$ cat config.mk
export PLATFORM = sky130hd
export DESIGN_NAME = mem_port_arbiter_flat
export DESIGN_NICKNAME = d
export VERILOG_FILES = /design/src/rtl/mem_port_arbiter_pkg.sv /design/src/rtl/mem_port_arbiter_if.sv /design/src/rtl/mem_port_arbiter_rr_arb2.sv /design/src/rtl/mem_port_arbiter.sv /design/src/flat_wrapper.sv
export SDC_FILE = /design/constraint.sdc
export NUM_CORES = 1
export LEC_CHECK = 0
export ABC_AREA = 1
export CORE_AREA = 10 10 123 125
export DETAILED_ROUTE_END_ITERATION = 8
export DIE_AREA = 0 0 133 135
export GPL_TIMING_DRIVEN = 0
export PLACE_DENSITY = 0.73
export SLEW_MARGIN = 10
export SYNTH_ARGS = -nofsm -noshare
export SYNTH_HDL_FRONTEND = slang
export SYNTH_SLANG_ARGS = --single-unit
export TNS_END_PERCENT = 100
$ cat constraint.sdc
create_clock -name clk -period 1.75 [get_ports clk]
set_input_delay 0.175 -clock clk [delete_from_list [all_inputs] [get_ports clk]]
set_output_delay 0.175 -clock clk [all_outputs]
set_load 0.05 [all_outputs]
$ cat src/rtl/mem_port_arbiter_pkg.sv
// rtl/mem_port_arbiter_pkg.sv - shared types and width defaults for the data memory port arbiter
// Contents: ADDR_W_DFLT / DATA_W_DFLT width defaults, lock FSM state enum,
//           port-2 read response owner tag enum.
package mem_arb_pkg;

  localparam int ADDR_W_DFLT = 11;
  localparam int DATA_W_DFLT = 32;

  typedef enum logic [1:0] {
    RUN    = 2'd0,
    DRAIN  = 2'd1,
    LOCKED = 2'd2
  } arb_state_t;

  typedef enum logic [1:0] {
    TAG_NONE = 2'd0,
    TAG_D    = 2'd1,
    TAG_DBG  = 2'd2
  } rsp_tag_t;

endpackage

$ cat src/rtl/mem_port_arbiter_if.sv
// rtl/mem_port_arbiter_if.sv - requester and memory-side signal bundle for mem_port_arbiter
// Groups: fetch (if_*), load/store (d_*), debug (dbg_*, lock), memory ports (mem_*).
// slave modport: arbiter side. master modport: requesters + memory side.
interface mem_port_arbiter_if #(
  parameter int ADDR_W = mem_arb_pkg::ADDR_W_DFLT,
  parameter int DATA_W = mem_arb_pkg::DATA_W_DFLT
);

  logic              if_req;
  logic [ADDR_W-1:0] if_adrs;
  logic              if_gnt;
  logic              if_rvalid;
  logic [DATA_W-1:0] if_rdata;

  logic              d_req;
  logic              d_we;
  logic [ADDR_W-1:0] d_adrs;
  logic [DATA_W-1:0] d_wdata;
  logic              d_gnt;
  logic              d_rvalid;
  logic [DATA_W-1:0] d_rdata;

  logic              dbg_req;
  logic              dbg_we;
  logic [ADDR_W-1:0] dbg_adrs;
  logic [DATA_W-1:0] dbg_wdata;
  logic              dbg_gnt;
  logic              dbg_rvalid;
  logic [DATA_W-1:0] dbg_rdata;
  logic              dbg_lock;
  logic              dbg_locked;

  logic              mem_w_en;
  logic [ADDR_W-1:0] mem_w_adrs;
  logic [DATA_W-1:0] mem_data_in;
  logic              mem_r_en1;
  logic [ADDR_W-1:0] mem_r_adrs1;
  logic              mem_r_en2;
  logic [ADDR_W-1:0] mem_r_adrs2;
  logic [DATA_W-1:0] mem_data_out1;
  logic [DATA_W-1:0] mem_data_out2;

  modport slave (
    input  if_req, if_adrs,
    output if_gnt, if_rvalid, if_rdata,
    input  d_req, d_we, d_adrs, d_wdata,
    output d_gnt, d_rvalid, d_rdata,
    input  dbg_req, dbg_we, dbg_adrs, dbg_wdata, dbg_lock,
    output dbg_gnt, dbg_rvalid, dbg_rdata, dbg_locked,
    output mem_w_en, mem_w_adrs, mem_data_in,
    output mem_r_en1, mem_r_adrs1, mem_r_en2, mem_r_adrs2,
    input  mem_data_out1, mem_data_out2
  );

  modport master (
    output if_req, if_adrs,
    input  if_gnt, if_rvalid, if_rdata,
    output d_req, d_we, d_adrs, d_wdata,
    input  d_gnt, d_rvalid, d_rdata,
    output dbg_req, dbg_we, dbg_adrs, dbg_wdata, dbg_lock,
    input  dbg_gnt, dbg_rvalid, dbg_rdata, dbg_locked,
    input  mem_w_en, mem_w_adrs, mem_data_in,
    input  mem_r_en1, mem_r_adrs1, mem_r_en2, mem_r_adrs2,
    output mem_data_out1, mem_data_out2
  );

endinterface

$ cat src/rtl/mem_port_arbiter_rr_arb2.sv
// rtl/mem_port_arbiter_rr_arb2.sv - two-requester round-robin arbiter with per-requester enables
// Ports: clk, resetn (sync, active-low), en0/en1 request qualifiers,
//        req0/req1 requests, gnt0/gnt1 combinational one-hot grants.
module rr_arb2 (
  input  logic clk,
  input  logic resetn,
  input  logic en0,
  input  logic en1,
  input  logic req0,
  input  logic req1,
  output logic gnt0,
  output logic gnt1
);

  // ptr = 0 favours requester 0 on the next contended cycle
  logic ptr;
  logic r0;
  logic r1;

  assign r0   = req0 & en0;
  assign r1   = req1 & en1;
  assign gnt0 = r0 & (~r1 | ~ptr);
  assign gnt1 = r1 & (~r0 | ptr);

  // Only contended cycles move the pointer; it then points at the loser.
  always_ff @(posedge clk) begin
    if (!resetn) begin
      ptr <= 1'b0;
    end else if (r0 && r1) begin
      ptr <= gnt0;
    end
  end

endmodule

$ cat src/rtl/mem_port_arbiter.sv
// rtl/mem_port_arbiter.sv - three-requester arbiter for the shared dual-read/single-write data memory
// Ports: clk, resetn (sync, active-low), bus (mem_port_arbiter_if.slave):
//   fetch owns read port 1; load/store and debug share read port 2 and the
//   write port round-robin; debug lock drains then grants debug exclusively.
module mem_port_arbiter #(
  parameter int ADDR_W = mem_arb_pkg::ADDR_W_DFLT,
  parameter int DATA_W = mem_arb_pkg::DATA_W_DFLT
) (
  input  logic                clk,
  input  logic                resetn,
  mem_port_arbiter_if.slave   bus
);

  import mem_arb_pkg::*;

  arb_state_t        state;
  logic              locked_q;
  rsp_tag_t          tag_q;
  logic              if_rvalid_q;
  logic              byp_q;
  logic [DATA_W-1:0] byp_data_q;

  logic              run;
  logic              lock_st;
  logic              if_gnt;
  logic              gnt_d;
  logic              gnt_dbg;
  logic              p2_gnt;
  logic              win_we;
  logic [ADDR_W-1:0] win_adrs;
  logic [DATA_W-1:0] win_wdata;
  logic              w_en;

  // Gating with resetn keeps every grant low during reset whatever the state regs hold.
  assign run     = resetn && (state == RUN);
  assign lock_st = resetn && (state == LOCKED);
  assign if_gnt  = run & bus.if_req;

  rr_arb2 u_rr (
    .clk    (clk),
    .resetn (resetn),
    .en0    (run),
    .en1    (run | lock_st),
    .req0   (bus.d_req),
    .req1   (bus.dbg_req),
    .gnt0   (gnt_d),
    .gnt1   (gnt_dbg)
  );

  assign p2_gnt = gnt_d | gnt_dbg;

  always_comb begin
    win_we    = bus.dbg_we;
    win_adrs  = bus.dbg_adrs;
    win_wdata = bus.dbg_wdata;
    if (gnt_d) begin
      win_we    = bus.d_we;
      win_adrs  = bus.d_adrs;
      win_wdata = bus.d_wdata;
    end
  end

  assign w_en = p2_gnt & win_we;

  always_ff @(posedge clk) begin
    if (!resetn) begin
      state    <= RUN;
      locked_q <= 1'b0;
    end else begin
      case (state)
        RUN: begin
          if (bus.dbg_lock) state <= DRAIN;
        end
        DRAIN: begin
          state    <= LOCKED;
          locked_q <= 1'b1;
        end
        LOCKED: begin
          if (!bus.dbg_lock) begin
            state    <= RUN;
            locked_q <= 1'b0;
          end
        end
        default: begin
          state    <= RUN;
          locked_q <= 1'b0;
        end
      endcase
    end
  end

  // Response tracking: memory data is registered, so the owner of a read
  // granted this cycle is remembered for exactly one cycle.
  always_ff @(posedge clk) begin
    if (!resetn) begin
      tag_q       <= TAG_NONE;
      if_rvalid_q <= 1'b0;
      byp_q       <= 1'b0;
      byp_data_q  <= '0;
    end else begin
      if (gnt_d && !bus.d_we) begin
        tag_q <= TAG_D;
      end else if (gnt_dbg && !bus.dbg_we) begin
        tag_q <= TAG_DBG;
      end else begin
        tag_q <= TAG_NONE;
      end
      if_rvalid_q <= if_gnt;
      // The memory returns the old word on a same-cycle read/write collision.
      byp_q       <= if_gnt && w_en && (bus.if_adrs == win_adrs);
      byp_data_q  <= win_wdata;
    end
  end

  assign bus.if_gnt      = if_gnt;
  assign bus.d_gnt       = gnt_d;
  assign bus.dbg_gnt     = gnt_dbg;
  assign bus.dbg_locked  = resetn & locked_q;

  assign bus.mem_r_en1   = if_gnt;
  assign bus.mem_r_adrs1 = bus.if_adrs;
  assign bus.mem_r_en2   = p2_gnt & ~win_we;
  assign bus.mem_r_adrs2 = win_adrs;
  assign bus.mem_w_en    = w_en;
  assign bus.mem_w_adrs  = win_adrs;
  assign bus.mem_data_in = win_wdata;

  assign bus.if_rvalid   = resetn & if_rvalid_q;
  assign bus.if_rdata    = byp_q ? byp_data_q : bus.mem_data_out1;
  assign bus.d_rvalid    = resetn && (tag_q == TAG_D);
  assign bus.d_rdata     = bus.mem_data_out2;
  assign bus.dbg_rvalid  = resetn && (tag_q == TAG_DBG);
  assign bus.dbg_rdata   = bus.mem_data_out2;

endmodule

$ cat src/flat_wrapper.sv
// flat-port wrapper written by rule: the top's interface ports become plain ports
module mem_port_arbiter_flat import mem_arb_pkg::*;
#(
  parameter int ADDR_W = mem_arb_pkg::ADDR_W_DFLT,
  parameter int DATA_W = mem_arb_pkg::DATA_W_DFLT
)
  (clk, resetn, bus_if_req, bus_if_adrs, bus_if_gnt, bus_if_rvalid, bus_if_rdata, bus_d_req, bus_d_we, bus_d_adrs, bus_d_wdata, bus_d_gnt, bus_d_rvalid, bus_d_rdata, bus_dbg_req, bus_dbg_we, bus_dbg_adrs, bus_dbg_wdata, bus_dbg_lock, bus_dbg_gnt, bus_dbg_rvalid, bus_dbg_rdata, bus_dbg_locked, bus_mem_w_en, bus_mem_w_adrs, bus_mem_data_in, bus_mem_r_en1, bus_mem_r_adrs1, bus_mem_r_en2, bus_mem_r_adrs2, bus_mem_data_out1, bus_mem_data_out2);
  mem_port_arbiter_if #(.ADDR_W(ADDR_W), .DATA_W(DATA_W)) bus_i ();
  input  logic clk;
  input  logic resetn;
  input wire logic [$bits(bus_i.if_req)-1:0] bus_if_req;
  input wire logic [$bits(bus_i.if_adrs)-1:0] bus_if_adrs;
  output wire logic [$bits(bus_i.if_gnt)-1:0] bus_if_gnt;
  output wire logic [$bits(bus_i.if_rvalid)-1:0] bus_if_rvalid;
  output wire logic [$bits(bus_i.if_rdata)-1:0] bus_if_rdata;
  input wire logic [$bits(bus_i.d_req)-1:0] bus_d_req;
  input wire logic [$bits(bus_i.d_we)-1:0] bus_d_we;
  input wire logic [$bits(bus_i.d_adrs)-1:0] bus_d_adrs;
  input wire logic [$bits(bus_i.d_wdata)-1:0] bus_d_wdata;
  output wire logic [$bits(bus_i.d_gnt)-1:0] bus_d_gnt;
  output wire logic [$bits(bus_i.d_rvalid)-1:0] bus_d_rvalid;
  output wire logic [$bits(bus_i.d_rdata)-1:0] bus_d_rdata;
  input wire logic [$bits(bus_i.dbg_req)-1:0] bus_dbg_req;
  input wire logic [$bits(bus_i.dbg_we)-1:0] bus_dbg_we;
  input wire logic [$bits(bus_i.dbg_adrs)-1:0] bus_dbg_adrs;
  input wire logic [$bits(bus_i.dbg_wdata)-1:0] bus_dbg_wdata;
  input wire logic [$bits(bus_i.dbg_lock)-1:0] bus_dbg_lock;
  output wire logic [$bits(bus_i.dbg_gnt)-1:0] bus_dbg_gnt;
  output wire logic [$bits(bus_i.dbg_rvalid)-1:0] bus_dbg_rvalid;
  output wire logic [$bits(bus_i.dbg_rdata)-1:0] bus_dbg_rdata;
  output wire logic [$bits(bus_i.dbg_locked)-1:0] bus_dbg_locked;
  output wire logic [$bits(bus_i.mem_w_en)-1:0] bus_mem_w_en;
  output wire logic [$bits(bus_i.mem_w_adrs)-1:0] bus_mem_w_adrs;
  output wire logic [$bits(bus_i.mem_data_in)-1:0] bus_mem_data_in;
  output wire logic [$bits(bus_i.mem_r_en1)-1:0] bus_mem_r_en1;
  output wire logic [$bits(bus_i.mem_r_adrs1)-1:0] bus_mem_r_adrs1;
  output wire logic [$bits(bus_i.mem_r_en2)-1:0] bus_mem_r_en2;
  output wire logic [$bits(bus_i.mem_r_adrs2)-1:0] bus_mem_r_adrs2;
  input wire logic [$bits(bus_i.mem_data_out1)-1:0] bus_mem_data_out1;
  input wire logic [$bits(bus_i.mem_data_out2)-1:0] bus_mem_data_out2;
  assign bus_i.if_req = bus_if_req;
  assign bus_i.if_adrs = bus_if_adrs;
  assign bus_if_gnt = bus_i.if_gnt;
  assign bus_if_rvalid = bus_i.if_rvalid;
  assign bus_if_rdata = bus_i.if_rdata;
  assign bus_i.d_req = bus_d_req;
  assign bus_i.d_we = bus_d_we;
  assign bus_i.d_adrs = bus_d_adrs;
  assign bus_i.d_wdata = bus_d_wdata;
  assign bus_d_gnt = bus_i.d_gnt;
  assign bus_d_rvalid = bus_i.d_rvalid;
  assign bus_d_rdata = bus_i.d_rdata;
  assign bus_i.dbg_req = bus_dbg_req;
  assign bus_i.dbg_we = bus_dbg_we;
  assign bus_i.dbg_adrs = bus_dbg_adrs;
  assign bus_i.dbg_wdata = bus_dbg_wdata;
  assign bus_i.dbg_lock = bus_dbg_lock;
  assign bus_dbg_gnt = bus_i.dbg_gnt;
  assign bus_dbg_rvalid = bus_i.dbg_rvalid;
  assign bus_dbg_rdata = bus_i.dbg_rdata;
  assign bus_dbg_locked = bus_i.dbg_locked;
  assign bus_mem_w_en = bus_i.mem_w_en;
  assign bus_mem_w_adrs = bus_i.mem_w_adrs;
  assign bus_mem_data_in = bus_i.mem_data_in;
  assign bus_mem_r_en1 = bus_i.mem_r_en1;
  assign bus_mem_r_adrs1 = bus_i.mem_r_adrs1;
  assign bus_mem_r_en2 = bus_i.mem_r_en2;
  assign bus_mem_r_adrs2 = bus_i.mem_r_adrs2;
  assign bus_i.mem_data_out1 = bus_mem_data_out1;
  assign bus_i.mem_data_out2 = bus_mem_data_out2;
  mem_port_arbiter #(.ADDR_W(ADDR_W), .DATA_W(DATA_W)) u_core (.clk(clk), .resetn(resetn), .bus(bus_i));
endmodule
# After elaboration in Yosys (flattened, before gate mapping)
# Index checks and enable logic that the tools add are counted.
# word_totals
ff_bits,40
in_bits,169
output_inout_bits,171
elab_cells,60
# op_classes
eq_ne,7
n_mux,11
bitwise_logic,19
reduce_logical,15
# ops
operator,n
$mux 32,2
$eq 11x11->1,1
$mux 11,1
$and 1x1->1,9
$logic_and 1x1->1,9
$mux 2,3
$not 1->1,6
$pmux 2 s3,1
$eq 2x1->1 const B,2
$eq 2x2->1 const B,2
$ne 2x2->1 const B,2
$or 1x1->1,4
$reduce_and 2->1,2
$mux 1,3
$pmux 1 s3,1
$logic_not 1->1,2
$logic_not 2->1,1
$reduce_or 2->1,1

# Longest topological paths before layout
# Gate-level depths: netlist of the first run.
# depth
ltp_word,11
depth_mapped,12
mapped_depth_nobuf,12

# Hierarchy
# A second synthesis of the first run with hierarchy kept.
# unflattened
hier_cells,440
hier_area_um2,3001.6
# modules_own_cells
module,n_inst,cells_each,area_per_inst_um2,seq_area_each_um2
mem_port_arbiter,1,427,2930.3,780.7
rr_arb2,1,13,71.3,20.0

# Least setup slack after synthesis of the first run
# No wires, ideal clock.
# synth_timing
path_kind,reg-to-output
from,reg u_core.state[0]
to,out bus_mem_w_adrs[9]
t_arrival_ps,2308
required_ps,1575
slack_ps,-733
stages_incl_launch_ff,7
path_buffers,1
cell_sequence,dfxtp_1 -> nor2_4 -> nand2_4 -> nor2_8 -> nand2_4 -> o21ai_0 -> buf_4
# synth_via
elab_chain_len,8
elab_cells_between_ends,11
cone_classes,1 x eq/ne; 1 x mux; 6 x bitwise; 3 x reduce/logical
# synth_rtl
item,line,text
from (decl),mem_port_arbiter.sv:16,arb_state_t state;
from (signal assigned),mem_port_arbiter.sv:67,state <= RUN;
from (signal assigned),mem_port_arbiter.sv:72,if (bus.dbg_lock) state <= DRAIN;
from (signal assigned),mem_port_arbiter.sv:75,state <= LOCKED;
$eq 2x2->1 / $logic_not 2->1 (equally long branches),"mem_port_arbiter.sv:36, mem_port_arbiter.sv:35",
"$logic_and 1x1->1, on equally long branches","mem_port_arbiter.sv:36, mem_port_arbiter.sv:35",
$or 1x1->1,mem_port_arbiter.sv:43,".en1 (run | lock_st),"
$and 1x1->1,mem_port_arbiter_rr_arb2.sv:21,assign r1 = req1 & en1;
$not 1->1,mem_port_arbiter_rr_arb2.sv:22,assign gnt0 = r0 & (~r1 | ~ptr);
$or 1x1->1,mem_port_arbiter_rr_arb2.sv:22,
$and 1x1->1 (*),mem_port_arbiter_rr_arb2.sv:22,
$mux 11 (*),mem_port_arbiter.sv:56,if (gnt_d) begin
to (decl),flat_wrapper.sv:33,output wire logic [$bits(bus_i.mem_w_adrs)-1:0] bus_mem_w_adrs;
# Every way passes the cells marked *; elsewhere a longest branch is shown, timed or not.

# Worst setup path in the final report of the first run
# layout_timing
from,reg u_core.state[1]
to,out bus_mem_data_in[30]
# layout_via
elab_chain_len,8
elab_cells_between_ends,11
cone_classes,1 x eq/ne; 1 x mux; 6 x bitwise; 3 x reduce/logical
# layout_rtl
item,line,text
$eq 2x2->1 / $logic_not 2->1 (equally long branches),"mem_port_arbiter.sv:36, mem_port_arbiter.sv:35",
"$logic_and 1x1->1, on equally long branches","mem_port_arbiter.sv:36, mem_port_arbiter.sv:35",
$or 1x1->1,mem_port_arbiter.sv:43,
$and 1x1->1,mem_port_arbiter_rr_arb2.sv:21,
$not 1->1,mem_port_arbiter_rr_arb2.sv:22,
$or 1x1->1,mem_port_arbiter_rr_arb2.sv:22,
$and 1x1->1 (*),mem_port_arbiter_rr_arb2.sv:22,
$mux 32 (*),mem_port_arbiter.sv:56,
to (decl),flat_wrapper.sv:34,output wire logic [$bits(bus_i.mem_data_in)-1:0] bus_mem_data_in;
# Marked as above.

==> results of run 1 <==
## kinds of logic after synthesis
kind of cell / synth area share, %
simple gates: 27.0
buf+inv: 30.6
mux: 11.2
flops: 24.8
compound gates: 6.37
## per-layer routing
layer / wire length (um) / track usage, % / up-vias
met5: 0 / 0 / -
met4: 96 / 2.20 / 0
met3: 1600 / 6.49 / 4
met2: 9500 / 32.8 / 185
met1: 6190 / 17.3 / 1833
li1: - / - / 2003
## what timing repair did
item / in CTS / in global routing
hold buffers: 0 / 0
gates cloned: 1 / 2
setup buffers: 12 / 21
resized for setup: 704 / 113
setup endpoints to repair: 132 / 61
pin swaps: 2 / 17
## cell type report
| cell class | count | share of cell area [%] |
|---|---|---|
| sequential | 40 | 10.5 |
| inverter | 64 | 3.17 |
| clock buffer | 6 | 1.68 |
| tap | 172 | 2.81 |
| timing repair buffer | 342 | 43.9 |
| buffer | 104 | 11.7 |
| clock inverter | 1 | 0.0653 |
| multi-input combinational | 246 | 26.1 |
## sequential cells by signal (all words and copies together), names as in the netlist
name	cells
u_core.byp_data_q	32
u_core.state	2
u_core.tag_q	2
u_core.byp_q	1
u_core.if_rvalid_q	1
u_core.locked_q	1
u_core.u_rr.ptr	1
## cell usage after synthesis, drive strengths merged
cell / number
a211oi: 1
nand3: 25
nand3b: 3
clkbuf: 6
o211ai: 2
a21boi: 1
or2: 32
inv: 63
buf: 99
nand2: 60
nor3: 1
dfxtp: 40
nand4: 1
clkinv: 1
o21ai: 35
mux2: 32
nor2: 53
## how the worst max path moves through the flow
stage / startpoint / end / slack [ns] / cells after the start
after global routing: u_core.state[1] / bus_mem_data_in[6] / -0.30 / 9
after detailed placement: resetn / bus_mem_data_in[18] / -1.41 / 9
after floorplan: u_core.state[0] / bus_mem_data_in[26] / 0.01 / 7
final: u_core.state[1] / bus_mem_data_in[30] / -0.24 / 9
after CTS: u_core.state[0] / bus_mem_data_in[21] / -0.27 / 10
after global placement: resetn / bus_mem_data_in[18] / -1.42 / 9
## worst reg2reg max path: cells and delay by family (launching register included)
kind | cells | cell delay [ns]
AND/OR/NAND/NOR | 11 | 1.05
flip-flops | 1 | 0.34
buffers and inverters | 2 | 0.32
## report_power, final
| part | internal, mW | leakage [nW] | switching, mW | total, mW |
|---|---|---|---|---|
| Combinational | 1.21 | 3.17 | 1.57 | 2.78 |
| Clock | 0.519 | 0.0667 | 0.354 | 0.872 |
| Sequential | 0.976 | 0.334 | 0.0203 | 0.996 |
| Total | 2.70 | 3.57 | 1.94 | 4.65 |
## stage by stage
step	util, %	hold WS [ns]	total power [mW]	std cells	worst slack (ns)
after floorplan	-	0.310	2.47	455	0.0105
after global placement	52.1	0.529	3.38	934	-1.42
after detailed placement	52.1	0.536	3.39	934	-1.41
after CTS	56.1	0.438	4.46	952	-0.267
after global routing	61.0	0.461	4.84	975	-0.302
final	61.0	0.448	4.65	975	-0.238
==> flow_metrics.env, run 1 <==
export IMPL_path_cells="nor2_4, nand2_4, nor2_8, nand2_8, buf_12, clkbuf_16, o21ai_4, inv_2, buf_6"
export IMPL_postRouteAntennaNets=0
export IMPL_die_w_um=133
export IMPL_ys_top_cells_by_area="dfxtp_1, buf_4, mux2_2, inv_1, nand2_1"
export IMPL_multi_input_area_sq_um=2000
export IMPL_root_buffer="clkbuf_16"
export IMPL_drcViolationCount=0
export IMPL_rr_endpoint="u_core.byp_q"
export IMPL_peakVddDrop_v=0.000297
export IMPL_final_cell_area_sq_um=7660
export IMPL_drtPass1Iterations=4
export IMPL_layout_commonest_cell="clkdlybuf4s50_1"
export IMPL_diodes=0
export IMPL_yosys_warnings=0
export IMPL_synth_distinct_cells=30
export IMPL_r2r_start="u_core.state[1]"
export IMPL_ys_ff_latch=40
export IMPL_powerDensity_nw_per_um2=606
export IMPL_yosysTopAreaCellShare_pct=24.8
export IMPL_hold_path_depth=3
export IMPL_grt_first_pass_wirelength_mm=24.2
export IMPL_htreeDepth=2
export IMPL_finalCritPeriodShare_pct=114
export IMPL_wl_mm=17.4
export IMPL_setup_viol=55
export IMPL_yosys_area_top_type="dfxtp_1"
export IMPL_antenna_found_initial=0
export IMPL_slew_limit_headroom_pct=61.0
export IMPL_dp_hpwl_mm=13.8
export IMPL_rsz0062_at_grt="yes"
export IMPL_drt_wirelength_per_cell_um=17.8
export IMPL_num_vias=4025
export IMPL_avgSynthCellArea_sq_um=7.08
export IMPL_core_area_sq_um=12600
export IMPL_rr_worst_depth=13
export IMPL_r2r_slack_ns=0
export IMPL_layout_nets=972
export IMPL_clkLatencyLatePin_ns=0.28
export IMPL_path_buf_inv=4
export IMPL_pin_count=340
export IMPL_syn2layout_area_growth_pct=138
export IMPL_postLayoutSetupSlackWorst_ns=-0.238
export IMPL_syn_area_sq_um=3220
export IMPL_die_h_um=135
export IMPL_endpoint_kind="primary output"
export IMPL_cts_tree="built"
export IMPL_slew_viol_final=0
export IMPL_clock_fmax_mhz=503
export IMPL_ys_seq_area_share_pct=24.8
export IMPL_p_leak_nw=3.57
export IMPL_clkTransAtPathRegs_ns=0.06
export IMPL_rows=41
export IMPL_seq_area_sq_um=807
export IMPL_worstHoldStart="bus_dbg_lock"
export IMPL_placed_area_sq_um=6550
export IMPL_clock_path_buffers=2
export IMPL_syn_nets=624
export IMPL_gp_congestion=0.832
export IMPL_drive_gt1_share_pct=48.8
export IMPL_fill_cells=1081
export IMPL_setup_tns_ns=-8.47
export IMPL_fin_crit_ns=1.99
export IMPL_grt_max_degree=12
export IMPL_syn_inst=455
export IMPL_path_delay_family="buffers and inverters"
export IMPL_finalClockSkew_ns=0.00455
export IMPL_portBuffers=307
export IMPL_grt_overflow=0
export IMPL_grt_total_usage_pct=17.0
export IMPL_numCtsBuffers=5
export IMPL_clkSinkCount=40
export IMPL_holdPathEnd="u_core.state[0]"
export IMPL_start_util_pct=25.6
export IMPL_most_common_layout_cells="clkdlybuf4s50_1, buf_4, buf_6"
export IMPL_via_per_inst=4.13
export IMPL_crit_fanout=7
export IMPL_critPathKind="register to primary output"
export IMPL_slowest_delay_ns=0.34
export IMPL_status="complete, but fails checks"
export IMPL_worst_path_max_delay_cell="dfxtp_2"
export IMPL_maxCapViolCount=0
export IMPL_die_area_sq_um=18000
export IMPL_worst_slew_pin_slew_ns=0.586
export IMPL_arrival_ns=1.81
export IMPL_worstSetupStartpointType="register"
export IMPL_violations="setup timing"
export IMPL_min_path_type="input pin to register"
export IMPL_first_global_vias=4192
export IMPL_drtIter0Drc=98
export IMPL_hold_viol=0
export IMPL_required_ns=1.57
No activity file was read; power rests on OpenSTA's default activity.
==> run 2, diff against run 1 <==
--- a/config.mk
+++ b/config.mk
@@ -6,11 +6,10 @@
 export NUM_CORES = 1
 export LEC_CHECK = 0
 export ABC_AREA = 1
-export CORE_AREA = 10 10 123 125
+export CORE_AREA = 2 2 133 135
 export DETAILED_ROUTE_END_ITERATION = 8
-export DIE_AREA = 0 0 133 135
-export GPL_TIMING_DRIVEN = 0
-export PLACE_DENSITY = 0.73
+export DIE_AREA = 0 0 135 137
+export GPL_TIMING_DRIVEN = 1
 export SLEW_MARGIN = 10
 export SYNTH_ARGS = -nofsm -noshare
 export SYNTH_HDL_FRONTEND = slang
==> run 2 against run 1 <==
  * The run still ends with setup timing left
  * Via count down 9.4%
  * Highest routed layer unchanged
  * Routed wire length down 23%
  * Maximum frequency up 0.23%
==> flow_metrics.env, run 2 (synthesis results as in run 1) <==
export IMPL_status="complete, but fails checks"
export IMPL_violations="setup timing"
export IMPL_setup_viol=59
export IMPL_cts_hold_buf=0
export IMPL_syn2layout_area_growth_pct=131
export IMPL_diodes=0
export IMPL_grt_first_pass_wirelength_mm=18.7
export IMPL_htreeDepth=2
export IMPL_antenna_found_initial=0
export IMPL_layout_commonest_cell="clkdlybuf4s50_1"
export IMPL_slew_limit_headroom_pct=81.7
export IMPL_die_h_um=137
export IMPL_drtIter0Drc=47
export IMPL_gp_congestion=0.775
export IMPL_drtPass1Iterations=4
export IMPL_rsz0062_at_grt="yes"
export IMPL_endpoint_kind="primary output"
export IMPL_grt_total_usage_pct=13.0
export IMPL_layout_nets=859
export IMPL_rows=48
export IMPL_top_regs="u_core.byp_data_q: 32 flops, u_core.state: 2 flops, u_core.tag_q: 2 flops"
export IMPL_core_area_sq_um=17100
export IMPL_finalClockSkew_ns=0.00583
export IMPL_clkLatencyLatePin_ns=0.28
export IMPL_postRouteAntennaNets=0
export IMPL_largest_reg_flops=32
export IMPL_p_leak_nw=3.36
export IMPL_setup_tns_ns=-9.38
export IMPL_grt_overflow=0
export IMPL_clkTransAtPathRegs_ns=0.06
export IMPL_root_buffer="clkbuf_16"
export IMPL_worst_slew_pin_slew_ns=0.274
export IMPL_postLayoutSetupSlackWorst_ns=-0.233
export IMPL_die_w_um=135
export IMPL_powerDensity_nw_per_um2=661
export IMPL_hold_viol=0
export IMPL_top_register="u_core.byp_data_q"
export IMPL_numCtsBuffers=5
export IMPL_dp_hpwl_mm=10.0
export IMPL_clkSinkCount=40
export IMPL_grt_max_degree=35
export IMPL_arrival_ns=1.81
export IMPL_portBuffers=243
export IMPL_drive_gt1_share_pct=54.7
export IMPL_die_area_sq_um=18500
export IMPL_total_power_mw=4.91
export IMPL_drt_wirelength_per_cell_um=14.7
export IMPL_finalCritPeriodShare_pct=113
export IMPL_start_util_pct=18.9
export IMPL_drcViolationCount=0
export IMPL_cts_tree="built"
export IMPL_first_global_vias=3579
export IMPL_critPathKind="register to primary output"
export IMPL_worstSetupStartpointType="register"
export IMPL_num_vias=3647
export IMPL_peakVddDrop_v=0.000321
export IMPL_crit_fanout=5
export IMPL_required_ns=1.57
export IMPL_clock_path_buffers=2
export IMPL_min_path_type="input pin to primary output"
export IMPL_clock_fmax_mhz=504
export IMPL_pin_count=340
export IMPL_most_common_layout_cells="clkdlybuf4s50_1, buf_4, buf_12"
export IMPL_maxCapViolCount=0
export IMPL_wl_mm=13.4
export IMPL_via_per_inst=3.98
export IMPL_fin_crit_ns=1.98
export IMPL_slew_viol_final=0
## run 2: metrics by stage
stage	hold WS [ns]	setup WS, ns	utilization, %	area [sq um]	instances
after detailed placement	0.350	-0.440	37.7	6440	882
final	0.350	-0.233	43.6	7430	916
after CTS	0.350	-0.259	41.7	7110	903
after global placement	0.350	-0.406	37.7	6440	882
after global routing	0.350	-0.316	43.6	7430	916
after floorplan	0.310	0.0105	-	3260	455
## run 2: report_power, final
part | internal, mW | switching (mW)
logic | 1.30 | 1.26
registers | 0.973 | 0.0190
clock network | 0.962 | 0.393
## run 2: layout make-up
class	instances	area, sq um
fillers	1662	9630
flip-flops and latches	40	812
clock buffers	5	125
repair buffers	333	4000
inverters	64	243
multi-input cells	246	1880
clock inverters	3	90.1
well taps	225	282
## run 2: final timing paths
kind,startpoint,endpoint,slack [ns],cells after the start
min reg2reg,u_core.locked_q,u_core.locked_q,0.53,2
max,u_core.state[1],bus_mem_r_adrs2[5],-0.23,10
min,bus_mem_data_out2[0],bus_d_rdata[0],0.35,0
max reg2reg,u_core.state[1],u_core.byp_q,-0.09,14
## run 2: critical path, cell delays in order, from the launching register on
cell     delay [ns]
dfxtp_4        0.35
nor2_4         0.16
nand2_4        0.09
nor2_8         0.15
nand2_8        0.07
buf_12         0.14
buf_16         0.15
nand2_4        0.07
o21ai_4        0.07
buf_12         0.13
buf_12         0.14
## run 2: per-layer routing
layer / up-vias / GRT usage, % / share of wire (%)
met5: - / 0 / 0
met2: 186 / 24.7 / 52
met1: 1645 / 13.9 / 37
met3: 28 / 3.33 / 8.6
met4: 0 / 4.86 / 2.5
li1: 1788 / - / -
## run 2: repair_timing
| item | CTS | global route |
|---|---|---|
| setup endpoints to repair | 57 | 59 |
| setup buffers | 12 | 10 |
| pin swaps | 4 | 10 |
| hold endpoints to repair | 0 | 0 |
| gates cloned | 3 | 3 |
| gates resized for setup | 138 | 46 |
==> RTL edit, RTL diff (settings of run 1) <==
Set the package constant `DATA_W_DFLT` to 36 (it was 32).
--- a/src/rtl/mem_port_arbiter_pkg.sv
+++ b/src/rtl/mem_port_arbiter_pkg.sv
@@ -4,7 +4,7 @@
 package mem_arb_pkg;
 
   localparam int ADDR_W_DFLT = 11;
-  localparam int DATA_W_DFLT = 32;
+  localparam int DATA_W_DFLT = 36;
 
   typedef enum logic [1:0] {
     RUN    = 2'd0,
Interface: changed (8 resized); port bits go from 340 to 372. No check against the original RTL was run, so the function may have changed too.
==> RTL edit against run 1 <==
The flow still finishes with violations (setup timing); wire length rose by 12%; combinational power up 5%; synthesized area increased by 7.0%; power rose by 7.3%; critical endpoint is now bus_mem_data_in[22]; setup slack is essentially flat; core utilization is 3.2 points higher; sequential cell count up 4; design area grew 5.2%; sequential power grew 10%; global-route usage rose by 2.7 points; fmax barely moved.
==> RTL edit: results <==
export IMPL_status="finished with violations"
export IMPL_violations="setup timing"
export IMPL_route_met3_wl_um=1920
export IMPL_track_usage=0.197
export IMPL_portBuffers=335
export IMPL_drt_iter0_drc=105
export IMPL_synthMuxAreaShare=0.118
export IMPL_syn_num_nets=680
export IMPL_worstMarginPinSlew_ns=0.594
export IMPL_placed_cells=1002
export IMPL_startpoint="u_core.state[0]"
export IMPL_avgSynthCellArea_um2=6.97
export IMPL_layout_nets=1053
export IMPL_crit_arrival_ns=1.81
export IMPL_grt_max_degree=15
export IMPL_synth_cell_type_count=23
export IMPL_layout_drive_gt1_share=0.459
export IMPL_tns_ns=-10.25
export IMPL_powerDensity_nw_per_um2=619
export IMPL_synth_commonest_cells="buf_4, inv_1, nand2_1"
export IMPL_final_fill_count=1059
export IMPL_pre_cts_ws_ns=-1.21
export IMPL_cts_sinks=44
export IMPL_vias_per_cell=4.18
export IMPL_synth_compound_area_frac=0.0588
export IMPL_synth_area_top_cells="dfxtp_1, buf_4, mux2_2"
export IMPL_setup_ws_ns=-0.238
export IMPL_skew_ns=0.00679
export IMPL_ir_drop_v=0.000310
export IMPL_leakagePower_nw=3.81
export IMPL_ys_seq_area_frac=0.255
export IMPL_grt_pass1_wl_um=27800
export IMPL_reg_largest_list="u_core.byp_data_q (36), u_core.state (2), u_core.tag_q (2)"
export IMPL_place_area_um2=7030
export IMPL_vias=4359
export IMPL_worstHoldStart="bus_dbg_req"
export IMPL_cpPeakStageDelay_ns=0.34
export IMPL_hold_worst_slack_ns=0.349
export IMPL_wl_met2_um=10500
export IMPL_r2r_setup_slack_ns=-0.17
export IMPL_final_setup_viol_count=59
export IMPL_critPathMaxFanout=10
export IMPL_dp_hpwl_um=15900
export IMPL_wire_per_inst_um=18.6
export IMPL_grt_pass1_vias=4690
export IMPL_routabilityCongestion=0.840
export IMPL_met1_length_um=6680
==> RTL edit: changes by cell type after synthesis, moves of 7 or more <==
cell / change
o21ai_1: +30
or2_1: +30
o21ai_0: -27
or2_2: -26
buf_4: +10
nand2_1: +9
inv_1: +7
==> RTL edit: metal layers <==
metal,vias up,global-route usage
met1,1961,0.193
met2,215,0.377
li1,2167,-
met3,16,0.0775
met4,0,0.0471
met5,-,0
==> RTL edit: worst paths after layout <==
check	to	depth (start not counted)
max	bus_mem_data_in[22]	9
min	u_core.u_rr.ptr	3
max reg2reg	u_core.byp_q	15
min reg2reg	u_core.u_rr.ptr	2
==> RTL edit: cell families (layout without fill, tap and decap cells) <==
logic type / after synthesis / count (layout)
mux: 36 / 36
compound gates: 40 / 40
simple gates: 189 / 189
flops: 44 / 44
buf+inv: 186 / 560
other cells: 0 / 1
==> RTL edit: what timing repair did <==
item / CTS / global route
pin swaps: 13 / 11
gates cloned: 1 / 2
hold endpoints to repair: 0 / 0
endpoints found under the setup margin: 137 / 65
resized for setup: 759 / 39
buffers inserted: 20 / 9
==> RTL edit: area by class of cell <==
| cell class | instances | share of cell area |
|---|---|---|
| Timing Repair Buffer | 367 | 0.445 |
| Multi-Input combinational cell | 265 | 0.249 |
| Buffer | 115 | 0.116 |
| Sequential cell | 44 | 0.110 |
| Inverter | 70 | 0.0331 |
| Tap cell | 172 | 0.0267 |
| Clock buffer | 6 | 0.0172 |
| Clock inverter | 2 | 0.00186 |
| Antenna cell | 1 | 0.000311 |
==> RTL edit: report_power, final <==
part           switching (mW)  internal (mW)
registers              0.0232           1.07
logic                    1.66           1.25
clock network           0.409          0.568
==> RTL edit: worst max-delay path: cells and delay by family, from the launching register on <==
kind            cells  cell delay [ns]
flops               1             0.34
simple gates        4             0.48
buf+inv             4             0.54
compound gates      1             0.15
